`src/rtl/cpu_pkg.sv`:
```
// Shared CPU definitions: ALU operation codes, opcode/funct encodings and the
// decoded-instruction entry carried through the issue pipeline.
package cpu_pkg;

  localparam int XLEN = 32;

  typedef enum logic [4:0] {
    ALU_ADD  = 5'd0,
    ALU_LUI  = 5'd1,
    ALU_SUB  = 5'd2,
    ALU_SLT  = 5'd3,
    ALU_SLTU = 5'd4,
    ALU_AND  = 5'd5,
    ALU_OR   = 5'd6,
    ALU_XOR  = 5'd7,
    ALU_NOR  = 5'd8,
    ALU_SLL  = 5'd9,
    ALU_SRL  = 5'd10,
    ALU_SRA  = 5'd11,
    ALU_SADD = 5'd12,
    ALU_SSUB = 5'd13
  } alu_code_e;

  localparam logic [5:0] OP_SPECIAL = 6'h00;
  localparam logic [5:0] OP_ADDI    = 6'h08;
  localparam logic [5:0] OP_ADDIU   = 6'h09;
  localparam logic [5:0] OP_SLTI    = 6'h0A;
  localparam logic [5:0] OP_SLTIU   = 6'h0B;
  localparam logic [5:0] OP_ANDI    = 6'h0C;
  localparam logic [5:0] OP_ORI     = 6'h0D;
  localparam logic [5:0] OP_XORI    = 6'h0E;
  localparam logic [5:0] OP_LUI     = 6'h0F;

  localparam logic [5:0] FN_SLL  = 6'h00;
  localparam logic [5:0] FN_SRL  = 6'h02;
  localparam logic [5:0] FN_SRA  = 6'h03;
  localparam logic [5:0] FN_SLLV = 6'h04;
  localparam logic [5:0] FN_SRLV = 6'h06;
  localparam logic [5:0] FN_SRAV = 6'h07;
  localparam logic [5:0] FN_ADD  = 6'h20;
  localparam logic [5:0] FN_ADDU = 6'h21;
  localparam logic [5:0] FN_SUB  = 6'h22;
  localparam logic [5:0] FN_SUBU = 6'h23;
  localparam logic [5:0] FN_AND  = 6'h24;
  localparam logic [5:0] FN_OR   = 6'h25;
  localparam logic [5:0] FN_XOR  = 6'h26;
  localparam logic [5:0] FN_NOR  = 6'h27;
  localparam logic [5:0] FN_SLT  = 6'h2A;
  localparam logic [5:0] FN_SLTU = 6'h2B;

  typedef struct packed {
    alu_code_e        code;
    logic [XLEN-1:0]  src1;
    logic [XLEN-1:0]  src2;
    logic [4:0]       dest;
    logic [XLEN-1:0]  pc;
    logic             ri;
  } dec_entry_t;

endpackage

```
`src/rtl/alu_core.sv`:
```
// Combinational ALU datapath: computes the result for one ALU code and flags
// signed overflow for the trapping add/sub codes.
module alu_core
  import cpu_pkg::*;
(
  input  alu_code_e         code,
  input  logic [XLEN-1:0]   src1,
  input  logic [XLEN-1:0]   src2,
  output logic [XLEN-1:0]   result,
  output logic              overflow
);

  logic signed [XLEN-1:0] src1_s;
  logic signed [XLEN-1:0] src2_s;
  logic        [XLEN-1:0] sum;
  logic        [XLEN-1:0] diff;
  logic        [4:0]      sh;

  assign src1_s = src1;
  assign src2_s = src2;
  assign sum    = src1 + src2;
  assign diff   = src1 - src2;
  assign sh     = src1[4:0];

  always_comb begin
    result   = '0;
    overflow = 1'b0;
    case (code)
      ALU_ADD, ALU_SADD: result = sum;
      ALU_SUB, ALU_SSUB: result = diff;
      ALU_LUI:  result = {src2[15:0], 16'h0000};
      ALU_SLT:  result = {31'b0, src1_s < src2_s};
      ALU_SLTU: result = {31'b0, src1 < src2};
      ALU_AND:  result = src1 & src2;
      ALU_OR:   result = src1 | src2;
      ALU_XOR:  result = src1 ^ src2;
      ALU_NOR:  result = ~(src1 | src2);
      ALU_SLL:  result = src2 << sh;
      ALU_SRL:  result = src2 >> sh;
      ALU_SRA:  result = $unsigned(src2_s >>> sh);
      default:  result = '0;
    endcase
    // Overflow: result sign disagrees with src1 when it should not have moved.
    if (code == ALU_SADD)
      overflow = (src1[31] == src2[31]) && (sum[31] != src1[31]);
    else if (code == ALU_SSUB)
      overflow = (src1[31] != src2[31]) && (diff[31] != src1[31]);
  end

endmodule

```
`src/rtl/alu_issue.sv`:
```
// ALU issue pipeline: decode, operand select and ALU with valid/ready handshakes.
// Optional macro ALU_OVERFLOW_TRAP_EN enables overflow exceptions on add/sub/addi.
module alu_issue
  import cpu_pkg::*;
#(
  parameter int PIPE_STAGES = 2
) (
  input  logic             clk,
  input  logic             reset,
  input  logic             in_valid,
  output logic             in_ready,
  input  logic [5:0]       in_op,
  input  logic [5:0]       in_funct,
  input  logic [4:0]       in_shamt,
  input  logic [15:0]      in_imm,
  input  logic [XLEN-1:0]  in_rs_val,
  input  logic [XLEN-1:0]  in_rt_val,
  input  logic [4:0]       in_dest,
  input  logic [XLEN-1:0]  in_pc,
  output logic             out_valid,
  input  logic             out_ready,
  output logic [XLEN-1:0]  out_result,
  output logic [4:0]       out_dest,
  output logic [XLEN-1:0]  out_pc,
  output logic             out_wen,
  output logic             out_excep_ov,
  output logic             out_excep_ri,
  input  logic             flush
);

`ifdef ALU_OVERFLOW_TRAP_EN
  localparam bit TRAP_EN = 1'b1;
`else
  localparam bit TRAP_EN = 1'b0;
`endif

  localparam alu_code_e ADD_TRAP = TRAP_EN ? ALU_SADD : ALU_ADD;
  localparam alu_code_e SUB_TRAP = TRAP_EN ? ALU_SSUB : ALU_SUB;

  logic [XLEN-1:0] imm_sext;
  logic [XLEN-1:0] imm_zext;
  dec_entry_t      dec_p0;
  dec_entry_t      ent_s;
  logic            vld_s;
  logic            accept;
  logic            adv_p2;

  assign imm_sext = {{16{in_imm[15]}}, in_imm};
  assign imm_zext = {16'h0000, in_imm};

  // Stage 0: decode the incoming instruction into ALU code and operands.
  always_comb begin
    dec_p0.code = ALU_ADD;
    dec_p0.src1 = in_rs_val;
    dec_p0.src2 = in_rt_val;
    dec_p0.dest = in_dest;
    dec_p0.pc   = in_pc;
    dec_p0.ri   = 1'b0;
    case (in_op)
      OP_SPECIAL: begin
        case (in_funct)
          FN_ADD:  dec_p0.code = ADD_TRAP;
          FN_ADDU: dec_p0.code = ALU_ADD;
          FN_SUB:  dec_p0.code = SUB_TRAP;
          FN_SUBU: dec_p0.code = ALU_SUB;
          FN_AND:  dec_p0.code = ALU_AND;
          FN_OR:   dec_p0.code = ALU_OR;
          FN_XOR:  dec_p0.code = ALU_XOR;
          FN_NOR:  dec_p0.code = ALU_NOR;
          FN_SLT:  dec_p0.code = ALU_SLT;
          FN_SLTU: dec_p0.code = ALU_SLTU;
          FN_SLL: begin
            dec_p0.code = ALU_SLL;
            dec_p0.src1 = {27'b0, in_shamt};
          end
          FN_SRL: begin
            dec_p0.code = ALU_SRL;
            dec_p0.src1 = {27'b0, in_shamt};
          end
          FN_SRA: begin
            dec_p0.code = ALU_SRA;
            dec_p0.src1 = {27'b0, in_shamt};
          end
          FN_SLLV: dec_p0.code = ALU_SLL;
          FN_SRLV: dec_p0.code = ALU_SRL;
          FN_SRAV: dec_p0.code = ALU_SRA;
          default: dec_p0.ri = 1'b1;
        endcase
      end
      OP_ADDI: begin
        dec_p0.code = ADD_TRAP;
        dec_p0.src2 = imm_sext;
      end
      OP_ADDIU: begin
        dec_p0.code = ALU_ADD;
        dec_p0.src2 = imm_sext;
      end
      OP_SLTI: begin
        dec_p0.code = ALU_SLT;
        dec_p0.src2 = imm_sext;
      end
      OP_SLTIU: begin
        dec_p0.code = ALU_SLTU;
        dec_p0.src2 = imm_sext;
      end
      OP_ANDI: begin
        dec_p0.code = ALU_AND;
        dec_p0.src2 = imm_zext;
      end
      OP_ORI: begin
        dec_p0.code = ALU_OR;
        dec_p0.src2 = imm_zext;
      end
      OP_XORI: begin
        dec_p0.code = ALU_XOR;
        dec_p0.src2 = imm_zext;
      end
      OP_LUI: begin
        dec_p0.code = ALU_LUI;
        dec_p0.src2 = imm_zext;
      end
      default: dec_p0.ri = 1'b1;
    endcase
  end

  logic            vld_p2;
  logic [XLEN-1:0] res_p2;
  logic [4:0]      dest_p2;
  logic [XLEN-1:0] pc_p2;
  logic            wen_p2;
  logic            ov_p2;
  logic            ri_p2;

  assign adv_p2 = !vld_p2 || out_ready;
  assign accept = in_valid && in_ready;

  // Stage 1: decoded entry register, or a direct path when the pipe is merged.
  if (PIPE_STAGES == 1) begin : g_merged
    assign in_ready = !flush && adv_p2;
    assign vld_s    = accept;
    assign ent_s    = dec_p0;
  end else begin : g_split
    logic       vld_p1;
    dec_entry_t ent_p1;

    assign in_ready = !flush && (!vld_p1 || adv_p2);

    always_ff @(posedge clk or posedge reset) begin
      if (reset)       vld_p1 <= 1'b0;
      else if (flush)  vld_p1 <= 1'b0;
      else if (accept) vld_p1 <= 1'b1;
      else if (adv_p2) vld_p1 <= 1'b0;
    end

    always_ff @(posedge clk) begin
      if (accept) ent_p1 <= dec_p0;
    end

    assign vld_s = vld_p1;
    assign ent_s = ent_p1;
  end

  logic [XLEN-1:0] alu_res;
  logic            alu_ov;
  logic            ov_s;
  logic            wen_s;
  logic [XLEN-1:0] res_s;

  alu_core u_alu (
    .code     (ent_s.code),
    .src1     (ent_s.src1),
    .src2     (ent_s.src2),
    .result   (alu_res),
    .overflow (alu_ov)
  );

  assign ov_s  = TRAP_EN && alu_ov && !ent_s.ri;
  assign wen_s = !ent_s.ri && !ov_s && (ent_s.dest != 5'd0);
  assign res_s = ent_s.ri ? '0 : alu_res;

  // Stage 2: result register, held while the consumer stalls.
  always_ff @(posedge clk or posedge reset) begin
    if (reset) begin
      vld_p2  <= 1'b0;
      res_p2  <= '0;
      dest_p2 <= '0;
      pc_p2   <= '0;
      wen_p2  <= 1'b0;
      ov_p2   <= 1'b0;
      ri_p2   <= 1'b0;
    end else begin
      if (flush)       vld_p2 <= 1'b0;
      else if (adv_p2) vld_p2 <= vld_s;
      if (!flush && adv_p2 && vld_s) begin
        res_p2  <= res_s;
        dest_p2 <= ent_s.dest;
        pc_p2   <= ent_s.pc;
        wen_p2  <= wen_s;
        ov_p2   <= ov_s;
        ri_p2   <= ent_s.ri;
      end
    end
  end

  assign out_valid    = vld_p2;
  assign out_result   = res_p2;
  assign out_dest     = dest_p2;
  assign out_pc       = pc_p2;
  assign out_wen      = wen_p2;
  assign out_excep_ov = ov_p2;
  assign out_excep_ri = ri_p2;

endmodule

```
`config.mk`:
```
export PLATFORM = sky130hd
export DESIGN_NAME = alu_issue
export DESIGN_NICKNAME = d
export VERILOG_FILES = /design/src/rtl/cpu_pkg.sv /design/src/rtl/alu_core.sv /design/src/rtl/alu_issue.sv
export SDC_FILE = /design/constraint.sdc
export NUM_CORES = 1
export LEC_CHECK = 0
export CAP_MARGIN = 10
export CORE_MARGIN = 3
export CORE_UTILIZATION = 45
export DETAILED_ROUTE_END_ITERATION = 12
export HOLD_SLACK_MARGIN = 0.03
export PLACE_DENSITY = 0.68
export SLEW_MARGIN = 20
export SYNTH_ARGS = -nofsm -noshare
export SYNTH_HDL_FRONTEND = slang
export SYNTH_SLANG_ARGS = --single-unit
```
`constraint.sdc`:
```
create_clock -name clk -period 5.9 [get_ports clk]
set_input_delay 1.18 -clock clk [delete_from_list [all_inputs] [get_ports clk]]
set_output_delay 1.18 -clock clk [all_outputs]
set_load 0.05 [all_outputs]
```
==> qor.yml, run 1 <==
status:
  status: "complete, no violations"
synthesis:
  async_flop_share_pct: 40.8
  netlist_area_um2: 15400
  ys_seq_area_share_pct: 32.5
  synthTopCellsByCount: "168 x nand2_1, 159 x nor2_1, 140 x a21oi_1"
  syn-num-nets: 2011
  synth_top_flop_cell: "edfxtp_1"
  avgSynthCellArea_um2: 8.77
  yosys.cell_count.top_type: "nand2_1"
  synth.distinct_cells: 75
  synth-seq-cells: 179
  yosys_warnings: 0
  synth_top_area_cell: "edfxtp_1"
  synth_area_leaders: "edfxtp_1 21%, dfrtp_1 12%, ha_1 9.2%"
  syn_inst: 1757
  synth_top_area_share_pct: 20.7
  synth_edf_count: 106
cts:
  hold_buffers: 0
  h-tree-depth: 4
  cts_root_buf: "clkbuf_16"
  clk_latency_ns: 0.47
  cts_resized: 0
  ctsLongestPathBuffers: 2
  cts_tree: "done"
  clkSinkCount: 179
  cts.clk_slew.worst_paths_ns: 0.08
  cts_setup_buffers: 0
  cts_buffers: 17
detailed_routing:
  vias: 15000
  top_layer: "met4"
  wl_met1_um: 25600
  first_pass_iters: 8
  drc: 0
  wl_um: 62800
  wl_met2_um: 28700
  dr.first_iter.drc_count: 1812
  dr_wl_met3_um: 5500
  routed_via_density: 6.38
  detail-route-antenna-nets: 0
  post_drt_wl_per_cell_um: 26.6
global_route:
  grt_first_pass_wirelength_um: 92300
  grt_pass1_vias: 14600
  grt_max_degree: 76
  grt_overflow: 0
  grt_antenna_before_repair: 0
  track_usage_pct: 33.9
worst_hold_path:
  hp-class: "reg2reg"
  hp-start: "ent_s[21]"
  hold_end: "out_pc[20]"
  hold_depth: 1
setup_path:
  cp.required_ns: 6.24
  timing.rr.end: "out_result[30]"
  crit_slowest_cell: "a2111oi_0"
  rr_startpoint: "ent_s[70]"
  critPathMaxStageDelay_ns: 0.45
  critPathKind: "reg2reg"
  crit_buf_inv: 3
  endpoint_kind: "register"
  ff2ff_path_depth: 15
  r2r_slack_ns: 1.53
  path_cells: "buf_4, inv_1, ha_1, inv_1, fa_1, and2b_1, o211a_1, nor4_1, o21a_1, o21ai_2, o21ai_0, o31ai_1, xnor2_1, a2111oi_0, nor2_1"
  crit_family: "compound AO/OA/AOI/OAI gates"
  crit_top_cell: "inv_1"
  path_max_fanout: 44
  cp.arrival_ns: 4.71
  startpoint_type: "register"
floorplan:
  die_height_um: 191
  dieWidth_um: 191
  rows: 67
  initial_utilization_pct: 45.8
  die_area_um2: 36500
  ios: 213
  core_um2: 33600
power_and_ir_drop:
  leakagePower_nw: 7.52
  seqPwrFrac_pct: 37.6
  pwr-share-clk_pct: 29.2
  p_comb_share_pct: 33.3
  internal_power_w: 0.00256
  p_sw_share_pct: 37.4
  ir_worst_vdd_mv: 0.228
  switching_power_w: 0.00153
  powerDensity_nw_per_um2: 221
  total_power_w: 0.00409
finish:
  instances_no_fill: 2356
  nets: 2149
  final_util_pct: 54.9
  antennaDiodeCount: 0
  synthToLayoutAreaGrowth_pct: 19.9
  postLayoutCellArea_um2: 18500
  post_route_cells_drive_above_1_share_pct: 9.85
sta:
  slew_violations: 0
  fin_skew_ns: 0.0143
  fin_setup_tns_ns: 0
  slew_headroom_pct: 35.4
  tightest_slew_ns: 0.969
  rsz0062_at_grt: "no"
  setup_violations: 0
  max_freq_mhz: 229
  finalCritPeriodShare_pct: 74.1
  finalHoldViolCount: 0
  finalCriticalPeriod_ns: 4.37
place:
  dpl_cell_area_um2: 17900
  dp_hpwl_um: 46800
  placed_cells: 2324
  port_buffers: 211
  gp_routability_congestion: 1.02
job:
  maxCapViolCount: 0
routing by layer:
metal  global-route usage (%)  up-vias
met5                        0        -
met4                     14.1        0
met3                     7.06      172
met2                     54.5      830
met1                     44.4     7235
li1                         -     6783
state kept, by name (all words and copies together) (netlist names):
register / cells
ent_s: 106
g_split.vld_p1: 1
out_dest: 5
out_excep_ri: 1
out_pc: 32
out_result: 32
out_valid: 1
out_wen: 1
power groups by stage:
stage / sequential, W / clock, W / combinational (W)
after global routing: 0.00155 / 0.00126 / 0.00144
after detailed placement: 0.00156 / 0 / 0.00134
after global placement: 0.00155 / 0 / 0.00133
final: 0.00154 / 0.00119 / 0.00136
after CTS: 0.00153 / 0.00121 / 0.00135
after floorplan: 0.00181 / 0 / 0.000576
metrics by stage:
step           hold slack, ns  worst slack (ns)
2_1_floorplan           0.455             0.790
3_3_place_gp            0.458              1.84
3_5_place_dp            0.465              1.68
4_1_cts                 0.475              1.67
5_1_grt                 0.488              1.30
6_report                0.477              1.53
worst max path at each step:
stage | from | to | depth (start not counted)
final | ent_s[70] | out_result[30] | 15
after detailed placement | ent_s[70] | out_result[30] | 15
after global routing | ent_s[70] | out_result[30] | 15
after CTS | ent_s[70] | out_result[30] | 15
after global placement | ent_s[70] | out_result[30] | 15
after floorplan | out_ready | ent_s[0] | 3
cell families after synthesis:
logic type | count (synthesis) | share of synthesized area, %
other | 1 | 0.0243
DFF | 179 | 32.5
adders and majority gates | 116 | 9.50
xor gates and xnor gates | 13 | 0.739
and+or+nand+nor | 511 | 15.0
buffers and inverters | 226 | 5.59
AOI/OAI and AO/OA | 555 | 24.2
muxes | 156 | 12.4
worst reg2reg max path, cell delays in order, from the launching register on:
cell	delay, ns
edfxtp_1	0.36
buf_4	0.29
inv_1	0.23
ha_1	0.41
inv_1	0.11
fa_1	0.43
and2b_1	0.20
o211a_1	0.25
nor4_1	0.30
o21a_1	0.25
o21ai_2	0.14
o21ai_0	0.41
o31ai_1	0.18
xnor2_1	0.15
a2111oi_0	0.45
nor2_1	0.07
cell type report:
| cell class | count | area [um^2] |
|---|---|---|
| clock buffers | 17 | 425 |
| clock inverters | 15 | 160 |
| fillers | 3120 | 15100 |
| inverters | 102 | 384 |
| multi-input cells | 1352 | 9580 |
| flip-flops and latches | 179 | 5010 |
| well taps | 448 | 561 |
| repair buffers | 243 | 2350 |
cell usage in the layout (no fill, tap or decap), types with 16 or more instances in the layout:
cell type and count:
clkbuf_16 17, inv_1 99, ha_1 113, dfrtp_1 73, o211ai_1 18, o21ai_0 116, mux4_2 20, mux2i_1 61
nand2_1 168, and2_1 37, a21oi_1 140, a221o_1 17, clkdlybuf4s50_1 211, a211oi_1 26, nand3_1 31, a22oi_1 17
o22ai_1 23, nor2_1 158, a21o_1 18, mux2_2 75, buf_4 32, nand2b_1 16, a221oi_1 31, edfxtp_1 106
nor3_1 40
Power figures use the tool's default switching activity.
==> run 2: changes to the inputs <==
clock period = 4.45 ns   (was 5.9 ns; I/O delays follow)
==> run 2 against run 1 <==
Effect of this change:
- clock skew grew 0.0013 ns
- non-clock buffer count grew 34
- fmax is 9.4% higher
- sequential share of layout area decreased by 0.43 points
- routed wire length up 1.8%
- final cell count up 1.5%
- global-route usage rose by 0.56 points
- critical endpoint is now out_result[29]
==> qor.yml, run 2 (synthesis gave the netlist of run 1 again) <==
setup_path:
  rr_startpoint: "ent_s[41]"
  r2r_slack_ns: 0.46
  path_max_fanout: 7
  timing.rr.end: "out_result[29]"
  cp.required_ns: 4.79
  endpoint_kind: "register"
  ff2ff_path_depth: 12
  cp.arrival_ns: 4.33
  critPathKind: "reg2reg"
  startpoint_type: "register"
cts:
  cts_buffers: 17
  cts_root_buf: "clkbuf_16"
  cts_tree: "done"
  cts_setup_buffers: 0
  h-tree-depth: 4
  ctsLongestPathBuffers: 2
  cts_resized: 0
  clk_latency_ns: 0.47
  clkSinkCount: 179
  cts.clk_slew.worst_paths_ns: 0.07
  hold_buffers: 0
sta:
  finalCritPeriodShare_pct: 89.8
  slew_headroom_pct: 18.3
  finalCriticalPeriod_ns: 3.99
  finalHoldViolCount: 0
  tightest_slew_ns: 1.22
  fin_setup_tns_ns: 0
  fin_skew_ns: 0.0156
  slew_violations: 0
  max_freq_mhz: 250
  setup_violations: 0
  rsz0062_at_grt: "no"
power_and_ir_drop:
  ir_worst_vdd_mv: 0.285
  leakagePower_nw: 7.69
  powerDensity_nw_per_um2: 289
  total_power_w: 0.00542
finish:
  final_common_cell: "clkdlybuf4s50_1"
  post_route_cells_drive_above_1_share_pct: 11.4
  multi_input_area_um2: 9580
  nFillCells: 3123
  largest_register_ffs: 106
  nets: 2183
  final_cell_mix: "211 x clkdlybuf4s50_1, 168 x nand2_1, 158 x nor2_1"
  synthToLayoutAreaGrowth_pct: 21.8
  register_area_um2: 5010
global_route:
  grt_first_pass_wirelength_um: 93600
  track_usage_pct: 34.4
  grt_max_degree: 87
  grt_pass1_vias: 14500
  grt_overflow: 0
  grt_antenna_before_repair: 2
floorplan:
  dieWidth_um: 191
  rows: 67
  die_area_um2: 36500
  die_height_um: 191
  initial_utilization_pct: 45.8
  ios: 213
  core_um2: 33600
detailed_routing:
  post_drt_wl_per_cell_um: 26.7
  wl_um: 63900
  drc: 0
  wl_met1_um: 25500
  top_layer: "met4"
  vias: 15200
  wl_met2_um: 28600
  first_pass_iters: 6
  detail-route-antenna-nets: 0
  routed_via_density: 6.38
  dr.first_iter.drc_count: 2036
  dr_wl_met3_um: 6150
status:
  status: "complete, no violations"
place:
  port_buffers: 211
  gp_routability_congestion: 1.04
  dp_hpwl_um: 48800
worst_hold_path:
  hp-class: "reg2reg"
  hp-start: "ent_s[8]"
  hold_end: "out_pc[7]"
  hold_depth: 1
job:
  maxCapViolCount: 0
run 2: changes by cell type in the layout (fill, tap and decap cells not counted), sizes merged:
cell	previous run	this run
buf	32	66
clkinvlp	1	2
diode	0	1
inv	109	108
run 2: power by group:
| part | leakage, nW | internal (W) | switching [W] | total, W |
|---|---|---|---|---|
| Combinational | 5.48 | 0.000696 | 0.00115 | 0.00185 |
| Sequential | 1.92 | 0.00192 | 0.000107 | 0.00203 |
| Clock | 0.287 | 0.000798 | 0.000749 | 0.00155 |
| Total | 7.69 | 0.00341 | 0.00201 | 0.00542 |
run 2: area by class of cell:
| type | instances | area share, % |
|---|---|---|
| diodes | 1 | 0.0133 |
| clock buffers | 17 | 2.27 |
| clock inverters | 15 | 0.893 |
| inverters | 102 | 2.05 |
| multi-input cells | 1352 | 51.1 |
| flip-flops and latches | 179 | 26.7 |
| well taps | 448 | 2.99 |
| repair buffers | 277 | 14.0 |
run 2: worst max-delay path by stage:
stage	start	endpoint
after floorplan	ent_s[72]	out_result[29]
after global placement	ent_s[41]	out_result[29]
after detailed placement	ent_s[41]	out_result[29]
after CTS	ent_s[41]	out_result[29]
after global routing	ent_s[45]	out_result[30]
final	ent_s[41]	out_result[29]
run 2: layer usage:
| metal | global-route usage [%] | vias to the layer above |
|---|---|---|
| met5 | 0 | - |
| met3 | 7.43 | 165 |
| met2 | 53.7 | 871 |
| met4 | 16.6 | 0 |
| met1 | 45.5 | 7357 |
| li1 | - | 6854 |
run 2: stage by stage:
stage	hold WS, ns	util (%)	area [um^2]	setup slack, ns	instances
after floorplan	0.455	-	15400	0.111	1757
after global placement	0.457	54.0	18200	0.624	2358
after detailed placement	0.466	54.0	18200	0.550	2358
after CTS	0.484	55.8	18800	0.513	2390
after global routing	0.493	55.8	18800	0.324	2390
final	0.479	55.8	18800	0.456	2391
run 2: critical path, cell delays in order (launching register included):
cell	delay [ns]
edfxtp_1	0.55
inv_1	0.13
ha_1	0.43
o211ai_2	0.15
o211ai_2	0.27
a2111oi_2	0.15
or4_1	0.59
o41a_1	0.44
o31a_1	0.31
o31a_1	0.31
a211o_1	0.31
o32ai_1	0.13
a21oi_1	0.11
